==> src/rtl/ahb_interconnect_if.sv <==
// AHB-Lite bus bundle between one master (plus its attached slaves) and ahb_interconnect.
//   master modport : bus-facing side; drives address phase and slave responses,
//                    observes selects and the muxed response.
//   slave  modport : the interconnect's view; decodes the address, muxes the data phase.
// Signals: haddr, htrans, hwrite (master), hsel_s (one-hot selects), hready/hresp/hrdata
// (muxed to master, hready also broadcast to slaves), hrdata_s/hreadyout_s/hresp_s (slaves).
interface ahb_interconnect_if #(
  parameter int unsigned NUM_SLAVES = 4,
  parameter int unsigned ADDR_W     = 32,
  parameter int unsigned DATA_W     = 32
);
  logic [ADDR_W-1:0]            haddr;
  logic [1:0]                   htrans;
  logic                         hwrite;
  logic [NUM_SLAVES-1:0]        hsel_s;
  logic                         hready;
  logic                         hresp;
  logic [DATA_W-1:0]            hrdata;
  logic [NUM_SLAVES*DATA_W-1:0] hrdata_s;
  logic [NUM_SLAVES-1:0]        hreadyout_s;
  logic [NUM_SLAVES-1:0]        hresp_s;

  modport master (
    output haddr, htrans, hwrite, hrdata_s, hreadyout_s, hresp_s,
    input  hsel_s, hready, hresp, hrdata
  );

  modport slave (
    input  haddr, htrans, hwrite, hrdata_s, hreadyout_s, hresp_s,
    output hsel_s, hready, hresp, hrdata
  );
endinterface

==> src/rtl/ahb_interconnect.sv <==
// Single-master AHB-Lite interconnect: region address decoder, registered data-phase
// response mux and a built-in default slave that answers unmapped regions with a
// two-cycle ERROR.
// Ports:
//   hclk, hresetn : bus clock, asynchronous active-low reset
//   bus           : ahb_interconnect_if.slave (address phase in, selects and muxed response out)
//   err_count     : saturating ERROR-response count      (only with AHB_ERRLOG_EN)
//   err_addr      : address of the latest ERROR transfer (only with AHB_ERRLOG_EN)
// Optional feature macro: AHB_ERRLOG_EN (error logging ports and registers).
module ahb_interconnect #(
  parameter int unsigned NUM_SLAVES = 4,
  parameter int unsigned ADDR_W     = 32,
  parameter int unsigned DATA_W     = 32,
  parameter int unsigned REGION_W   = 4
) (
  input  logic                hclk,
  input  logic                hresetn,
  ahb_interconnect_if.slave   bus
`ifdef AHB_ERRLOG_EN
  ,
  output logic [15:0]         err_count,
  output logic [ADDR_W-1:0]   err_addr
`endif
);

  // Target encoding: 0..NUM_SLAVES-1 = slave, then DEF, then NONE.
  localparam int unsigned    SelW    = $clog2(NUM_SLAVES + 2);
  localparam logic [SelW-1:0] SelDef  = SelW'(NUM_SLAVES);
  localparam logic [SelW-1:0] SelNone = SelW'(NUM_SLAVES + 1);

  typedef enum logic [1:0] {StIdle, StErr1, StErr2} dflt_state_e;

  logic [REGION_W-1:0]   region;
  logic [NUM_SLAVES-1:0] hsel;
  logic [SelW-1:0]       addr_tgt;
  logic [SelW-1:0]       dsel_d, dsel_q;
  dflt_state_e           st_d, st_q;
  logic                  dflt_ready, dflt_resp;
  logic                  err_start;
  logic                  hready, hresp;
  logic [DATA_W-1:0]     hrdata;

  assign region = bus.haddr[ADDR_W-1 -: REGION_W];

  // Address decode depends on haddr only; htrans does not gate the selects.
  always_comb begin
    hsel     = '0;
    addr_tgt = SelDef;
    for (int unsigned i = 0; i < NUM_SLAVES; i++) begin
      if (32'(region) == i) begin
        hsel[i]  = 1'b1;
        addr_tgt = SelW'(i);
      end
    end
  end

  assign bus.hsel_s = hsel;

  // An active (NONSEQ/SEQ) transfer to the default slave accepted this cycle.
  assign err_start = hready && (addr_tgt == SelDef) && bus.htrans[1];

  assign dsel_d = hready ? addr_tgt : dsel_q;

  always_ff @(posedge hclk or negedge hresetn) begin
    if (!hresetn) begin
      dsel_q <= SelNone;
      st_q   <= StIdle;
    end else begin
      dsel_q <= dsel_d;
      st_q   <= st_d;
    end
  end

  // Default-slave outputs come straight from the state so hready has no loop through st_d.
  assign dflt_ready = (st_q != StErr1);
  assign dflt_resp  = (st_q != StIdle);

  always_comb begin
    st_d = st_q;
    case (st_q)
      StIdle:  if (err_start) st_d = StErr1;
      StErr1:  st_d = StErr2;
      StErr2:  st_d = err_start ? StErr1 : StIdle;
      default: st_d = StIdle;
    endcase
  end

  // Data-phase response mux; NONE (after reset) answers zero-wait OKAY.
  always_comb begin
    hready = 1'b1;
    hresp  = 1'b0;
    hrdata = '0;
    if (dsel_q == SelDef) begin
      hready = dflt_ready;
      hresp  = dflt_resp;
    end
    for (int unsigned i = 0; i < NUM_SLAVES; i++) begin
      if (dsel_q == SelW'(i)) begin
        hready = bus.hreadyout_s[i];
        hresp  = bus.hresp_s[i];
        hrdata = bus.hrdata_s[i*DATA_W +: DATA_W];
      end
    end
  end

  assign bus.hready = hready;
  assign bus.hresp  = hresp;
  assign bus.hrdata = hrdata;

`ifdef AHB_ERRLOG_EN
  logic [ADDR_W-1:0] haddr_q;
  logic [15:0]       err_count_q;
  logic [ADDR_W-1:0] err_addr_q;

  // hresp=1 with hready=0 marks the first cycle of any two-cycle ERROR response,
  // whether it comes from the default slave (ERR1) or from a real slave.
  always_ff @(posedge hclk or negedge hresetn) begin
    if (!hresetn) begin
      haddr_q     <= '0;
      err_count_q <= '0;
      err_addr_q  <= '0;
    end else begin
      if (hready) haddr_q <= bus.haddr;
      if (hresp && !hready) begin
        if (err_count_q != 16'hFFFF) err_count_q <= err_count_q + 16'd1;
        err_addr_q <= haddr_q;
      end
    end
  end

  assign err_count = err_count_q;
  assign err_addr  = err_addr_q;
`endif

endmodule

==> src/flat_wrapper.sv <==
// flat-port wrapper written by rule: the top's interface ports become plain ports
module ahb_interconnect_flat 
#(
  parameter int unsigned NUM_SLAVES = 4,
  parameter int unsigned ADDR_W     = 32,
  parameter int unsigned DATA_W     = 32,
  parameter int unsigned REGION_W   = 4
)
  (hclk, hresetn, bus_haddr, bus_htrans, bus_hwrite, bus_hrdata_s, bus_hreadyout_s, bus_hresp_s, bus_hsel_s, bus_hready, bus_hresp, bus_hrdata);
  ahb_interconnect_if #(.NUM_SLAVES(NUM_SLAVES), .ADDR_W(ADDR_W), .DATA_W(DATA_W)) bus_i ();
  input  logic hclk;
  input  logic hresetn;
  input wire logic [$bits(bus_i.haddr)-1:0] bus_haddr;
  input wire logic [$bits(bus_i.htrans)-1:0] bus_htrans;
  input wire logic [$bits(bus_i.hwrite)-1:0] bus_hwrite;
  input wire logic [$bits(bus_i.hrdata_s)-1:0] bus_hrdata_s;
  input wire logic [$bits(bus_i.hreadyout_s)-1:0] bus_hreadyout_s;
  input wire logic [$bits(bus_i.hresp_s)-1:0] bus_hresp_s;
  output wire logic [$bits(bus_i.hsel_s)-1:0] bus_hsel_s;
  output wire logic [$bits(bus_i.hready)-1:0] bus_hready;
  output wire logic [$bits(bus_i.hresp)-1:0] bus_hresp;
  output wire logic [$bits(bus_i.hrdata)-1:0] bus_hrdata;
  assign bus_i.haddr = bus_haddr;
  assign bus_i.htrans = bus_htrans;
  assign bus_i.hwrite = bus_hwrite;
  assign bus_i.hrdata_s = bus_hrdata_s;
  assign bus_i.hreadyout_s = bus_hreadyout_s;
  assign bus_i.hresp_s = bus_hresp_s;
  assign bus_hsel_s = bus_i.hsel_s;
  assign bus_hready = bus_i.hready;
  assign bus_hresp = bus_i.hresp;
  assign bus_hrdata = bus_i.hrdata;
  ahb_interconnect #(.NUM_SLAVES(NUM_SLAVES), .ADDR_W(ADDR_W), .DATA_W(DATA_W), .REGION_W(REGION_W)) u_core (.hclk(hclk), .hresetn(hresetn), .bus(bus_i));
endmodule
==> config.mk <==
export PLATFORM = sky130hd
export DESIGN_NAME = ahb_interconnect_flat
export DESIGN_NICKNAME = d
export VERILOG_FILES = /design/src/rtl/ahb_interconnect_if.sv /design/src/rtl/ahb_interconnect.sv /design/src/flat_wrapper.sv
export SDC_FILE = /design/constraint.sdc
export NUM_CORES = 1
export LEC_CHECK = 0
export CAP_MARGIN = 40
export CORE_ASPECT_RATIO = 0.5
export CORE_MARGIN = 4
export CORE_UTILIZATION = 24
export CTS_CLUSTER_SIZE = 10
export DETAILED_ROUTE_END_ITERATION = 12
export GPL_TIMING_DRIVEN = 1
export PLACE_DENSITY = 0.91
export SLEW_MARGIN = 20
export SYNTH_ARGS = -nofsm -noshare
export SYNTH_HDL_FRONTEND = slang
export SYNTH_SLANG_ARGS = --single-unit
==> constraint.sdc <==
create_clock -name hclk -period 3.15 [get_ports hclk]
set_input_delay 0.7875 -clock hclk [delete_from_list [all_inputs] [get_ports hclk]]
set_output_delay 0.7875 -clock hclk [all_outputs]
set_load 0.005 [all_outputs]
==> Word level (Yosys, flattened, before mapping) <==
Index checks and enable logic that the tools add are counted.
{ "op_classes": {"addsub": 0, "multipliers": 0, "n_div": 0, "n_lt_le_gt_ge": 0, "eq_ne": 12, "shift": 0, "mux": 25, "n_bitwise": 0, "reduce_logical": 6} }
{ "ops": {"columns": ["cell", "n"], "rows": [
  ["32-bit 2-to-1 mux", 4],
  ["1-bit 2-to-1 mux", 15],
  ["3-bit 2-to-1 mux", 4],
  ["4-bit by 2-bit == test with 1-bit output, second input constant", 2],
  ["3-bit by 2-bit == test with 1-bit output, second input constant", 2],
  ["3-bit == test, second input constant", 2],
  ["2-bit one-hot mux with 3 select lines", 1],
  ["4-bit by 1-bit == test with 1-bit output, second input constant", 1],
  ["4-bit zero test", 1],
  ["2-bit by 1-bit != test with 1-bit output, second input constant", 2],
  ["3-bit by 1-bit == test with 1-bit output, second input constant", 1],
  ["3-bit zero test", 1],
  ["2-bit by 1-bit == test with 1-bit output, second input constant", 1],
  ["2-bit == test, second input constant", 1],
  ["1-bit logical AND", 2],
  ["2-bit zero test", 1],
  ["2-bit 2-to-1 mux", 1],
  ["2-bit nonzero test", 1]
]} }
{ "totals": {"ff_bits": 5, "latchBits": 0, "ramBits": 0, "mem_bits_ro": 0, "inputBits": 173, "memories": 0} }

==> Longest topological paths before layout <==
Gate-level depths: netlist of run 1.
{ "depth": {"ltp_word": 10, "mapped_depth": 5, "ltp_nobuf": 3} }

==> Worst setup path after synthesis of run 1 <==
No wires, ideal clock.
{ "synth_timing": {"path_kind": "register -> output", "from": "register u_core.dsel_q[0]", "to": "output bus_hrdata[14]", "arrival_ps": 1477, "setup_slack_ps": 886, "stages_incl_launch_ff": 5, "n_path_buf": 2, "path_cell_list": "dfstp_2 > buf_6 > buf_6 > mux4_2 > nor2b_1"} }
{ "synth_between": {"elab_chain_len": 5, "word_cells_on_any_way": 8, "classes_between": "3 x eq/ne; 4 x mux; 1 x reduce/logical"} }
{ "synth_rtl": {"columns": ["item", "line", "text"], "rows": [
  ["from (decl)", "ahb_interconnect.sv:36", "logic [SelW-1:0] dsel_d, dsel_q;"],
  ["from (signal assigned)", "ahb_interconnect.sv:66", "dsel_q <= SelNone;"],
  ["from (signal assigned)", "ahb_interconnect.sv:69", "dsel_q <= dsel_d;"],
  ["3-bit zero test", "ahb_interconnect.sv:98", "if (dsel_q == SelW'(i)) begin"],
  ["32-bit 2-to-1 mux (3 in series)", "ahb_interconnect.sv:98", null],
  ["32-bit 2-to-1 mux *", "ahb_interconnect.sv:98", null],
  ["to (decl)", "flat_wrapper.sv:22", "output wire logic [$bits(bus_i.hrdata)-1:0] bus_hrdata;"]
]} }
Mark *: on every way between the ends. The rest lies on a longest branch, timed or not.

==> Final worst setup path of run 1 <==
{ "layout_timing": {"from": "input bus_hrdata_s[69]", "to": "output bus_hrdata[5]"} }
{ "layout_between": {"elab_chain_len": 2} }
{ "layout_rtl": {"columns": ["item", "line", "text"], "rows": [
  ["from (decl)", "flat_wrapper.sv:16", "input wire logic [$bits(bus_i.hrdata_s)-1:0] bus_hrdata_s;"],
  ["32-bit 2-to-1 mux (2 in series)", "ahb_interconnect.sv:98", null]
]} }
Every way passes these cells.

==> results of run 1 <==
## cell type report
class	count	area, um^2
Fill cell	402	1846
Tap cell	70	87.58
Timing Repair Buffer	187	1882
Sequential cell	5	131.4
Inverter	2	7.507
Multi-Input combinational cell	91	1114
Clock buffer	4	45.04
## power by group through the flow
stage | clock [mW] | combinational (mW) | sequential [mW]
floorplan | 0 | 0.208 | 0.0801
detailed placement | 0 | 0.527 | 0.0949
CTS | 0.119 | 0.530 | 0.0943
finish | 0.117 | 0.524 | 0.0949
global placement | 0 | 0.516 | 0.0940
global route | 0.124 | 0.559 | 0.0968
## state kept, by name, indices dropped and copies added (netlist names)
register,flops
u_core.dsel_q,3
u_core.st_q,2
## synth_stat cells (all sizes together)
library cell  count
nor3b             1
buf               8
a21o              1
nand2b            2
o311a             1
mux2              2
nand2             2
and3              1
mux4             32
dfrtp             3
inv               2
mux2i             3
a211oi            1
nor3              2
a22oi             2
o22a              1
nor2              4
and4b             1
dfstp             2
o21ai             1
nor2b            34
clkbuf            3
## kinds of logic after synthesis
group | count (synthesis) | share of synthesized area (%)
and+or+nand+nor | 47 | 21.31
muxes | 37 | 58.52
buffers and inverters | 13 | 6.061
DFF | 5 | 9.659
AOI/OAI and AO/OA | 7 | 4.451
## routing by layer
metal,part of all wire [%],up-vias,GRT usage [%]
met5,0,-,0
met4,0.99,0,4.110
met2,57,43,35.61
met3,4.0,6,3.088
li1,-,794,-
met1,38,835,24.45
## tightest hold or removal path: stages (launching register included)
cell	delay [ps]
dfrtp_1	370
nand2b_1	100
inv_1	60
## worst max path at each step
stage,startpoint,endpoint,slack [ps],depth (start not counted)
finish,bus_hrdata_s[69],bus_hrdata[5],50,4
global route,bus_hrdata_s[96],bus_hrdata[0],10,4
CTS,bus_hrdata_s[99],bus_hrdata[3],30,4
detailed placement,bus_hrdata_s[99],bus_hrdata[3],30,4
global placement,bus_hrdata_s[94],bus_hrdata[30],70,4
floorplan,u_core.dsel_q[0],bus_hrdata[14],890,4
==> impl_metrics.ini, run 1 <==
[min_path]
min_from = u_core.st_q[0]
hold_class = reg -> reg
hold_depth = 2
whs_endpoint = u_core.st_q[1]

[route]
drc = 0
vias_per_cell = 4.674
routed_wl_mm = 6.974
first_pass_iters = 4
antenna_left = 0
detail_route.wl_per_cell_um = 19.43
vias = 1678
drtIter0Drc = 106

[critical_path]
rr_endpoint = u_core.dsel_q[0]
crit_required_ps = 2360
worstPathArrival_ps = 2320
cpLargestDelayFamily = buffers and inverters
path_buf_inv = 2
slowest_delay_ps = 470
worst_setup_path_end_kind = output pin
cp_max_fo = 1
rr_worst_depth = 4
r2r_slack_ps = 1520
cp_common_cell = clkdlybuf4s50_1
critPathKind = in -> out
crit_path_top_delay_cell = mux4_2
reg2reg_from = u_core.dsel_q[2]
start_kind = primary input
crit_chain = clkdlybuf4s50_1 > mux4_2 > nor2b_1 > clkdlybuf4s50_1

[pwr]
comb_power_share_pct = 71.2
irDropWorstVdd_v = 0.0001955
cellLeakagePower_nw = 1.143
seqPwrFrac_pct = 12.9
power_density_mw_per_mm2 = 225.3
clock_power_share_pct = 15.9
power_uw = 736.1
p_int_uw = 541.3
switching_power_uw = 194.8
sw_frac_of_total_pct = 26.47

[job]
maxCapViolations = 0

[die]
placementRows = 18
dieWidth_um = 112.9
die_height_um = 60.47
core_mm2 = 0.005112
start_util_pct = 25.84
die_area_mm2 = 0.006828
pin_count = 211

[global_routing]
grt_overflow = 0
grt_pass1_vias = 1864
grt_pass1_wl_mm = 10.14
grt_usage_pct = 19.24
antenna_found_initial = 0
grt_max_degree = 22

[timing]
drv_slew = 0
setup_viol = 0
slew_headroom_pct = 75.00
holdWs_ps = 561.4
setup_tns_ps = 0
worst_slack_ps = 47.29
hold_violations = 0
tightest_slew_ps = 375.0
max_freq_mhz = 322.3
period_share_pct = 98.50
worst_clock_skew_ps = 3.827
rsz0062_at_grt = no
fin_crit_ps = 3103

[synth]
synth_top_area_share_pct = 54.55
synth_fp_nets = 282
syn_area_mm2 = 0.001321
seq_area_frac_synth_pct = 9.659
synth.distinct_cells = 25
ys_top_cells_by_area = mux4_2 55%, nor2b_1 16%, dfrtp_1 5.7%, dfstp_2 4.0%, buf_6 2.6%
syn_inst = 109
yosys_warnings = 0
avgSynthCellArea_um2 = 12.12
ys_ff_latch = 5
synth_top_area_cell = mux4_2

[placement]
postPlaceCellArea_mm2 = 0.003216
hpwl_mm = 6.274
pre_cts_ws_ps = 26.32
port_buffers = 180
dp.cells = 355
place_congestion = 0.8014

[final_layout]
final_cells = 359
layout_common_cells = 179 x clkdlybuf4s50_1, 34 x nor2b_1, 32 x mux4_2, 5 x buf_4, 4 x nor2_1
area_delta_synth_final_pct = 147.3
n_antenna_cell = 0
drive_gt1_share_pct = 16.26
fin_nets = 463
final_area_mm2 = 0.003267
finish.utilization_pct = 63.90
final_common_cell = clkdlybuf4s50_1

[clock_tree]
cts_buffers = 3
clock_path_buffers = 2
postCtsHoldBufs = 0
cts_tree = built
clkTransAtPathRegs_ps = 40
clockRootBuffer = clkbuf_8
clock_latency_ps = 220
cts_setup_buffers = 0
cts_sinks = 5
htreeDepth = 1
cts_resized = 0

[status]
status = complete, no violations
No activity file was read; power rests on OpenSTA's default activity.
==> run 2: changes to the inputs <==
Settings changed: SKIP_LAST_GASP set to 1, SLEW_MARGIN 20 to 25.
==> results of run 2 <==
Final layout, timing and power as in run 1 (identical DEF).
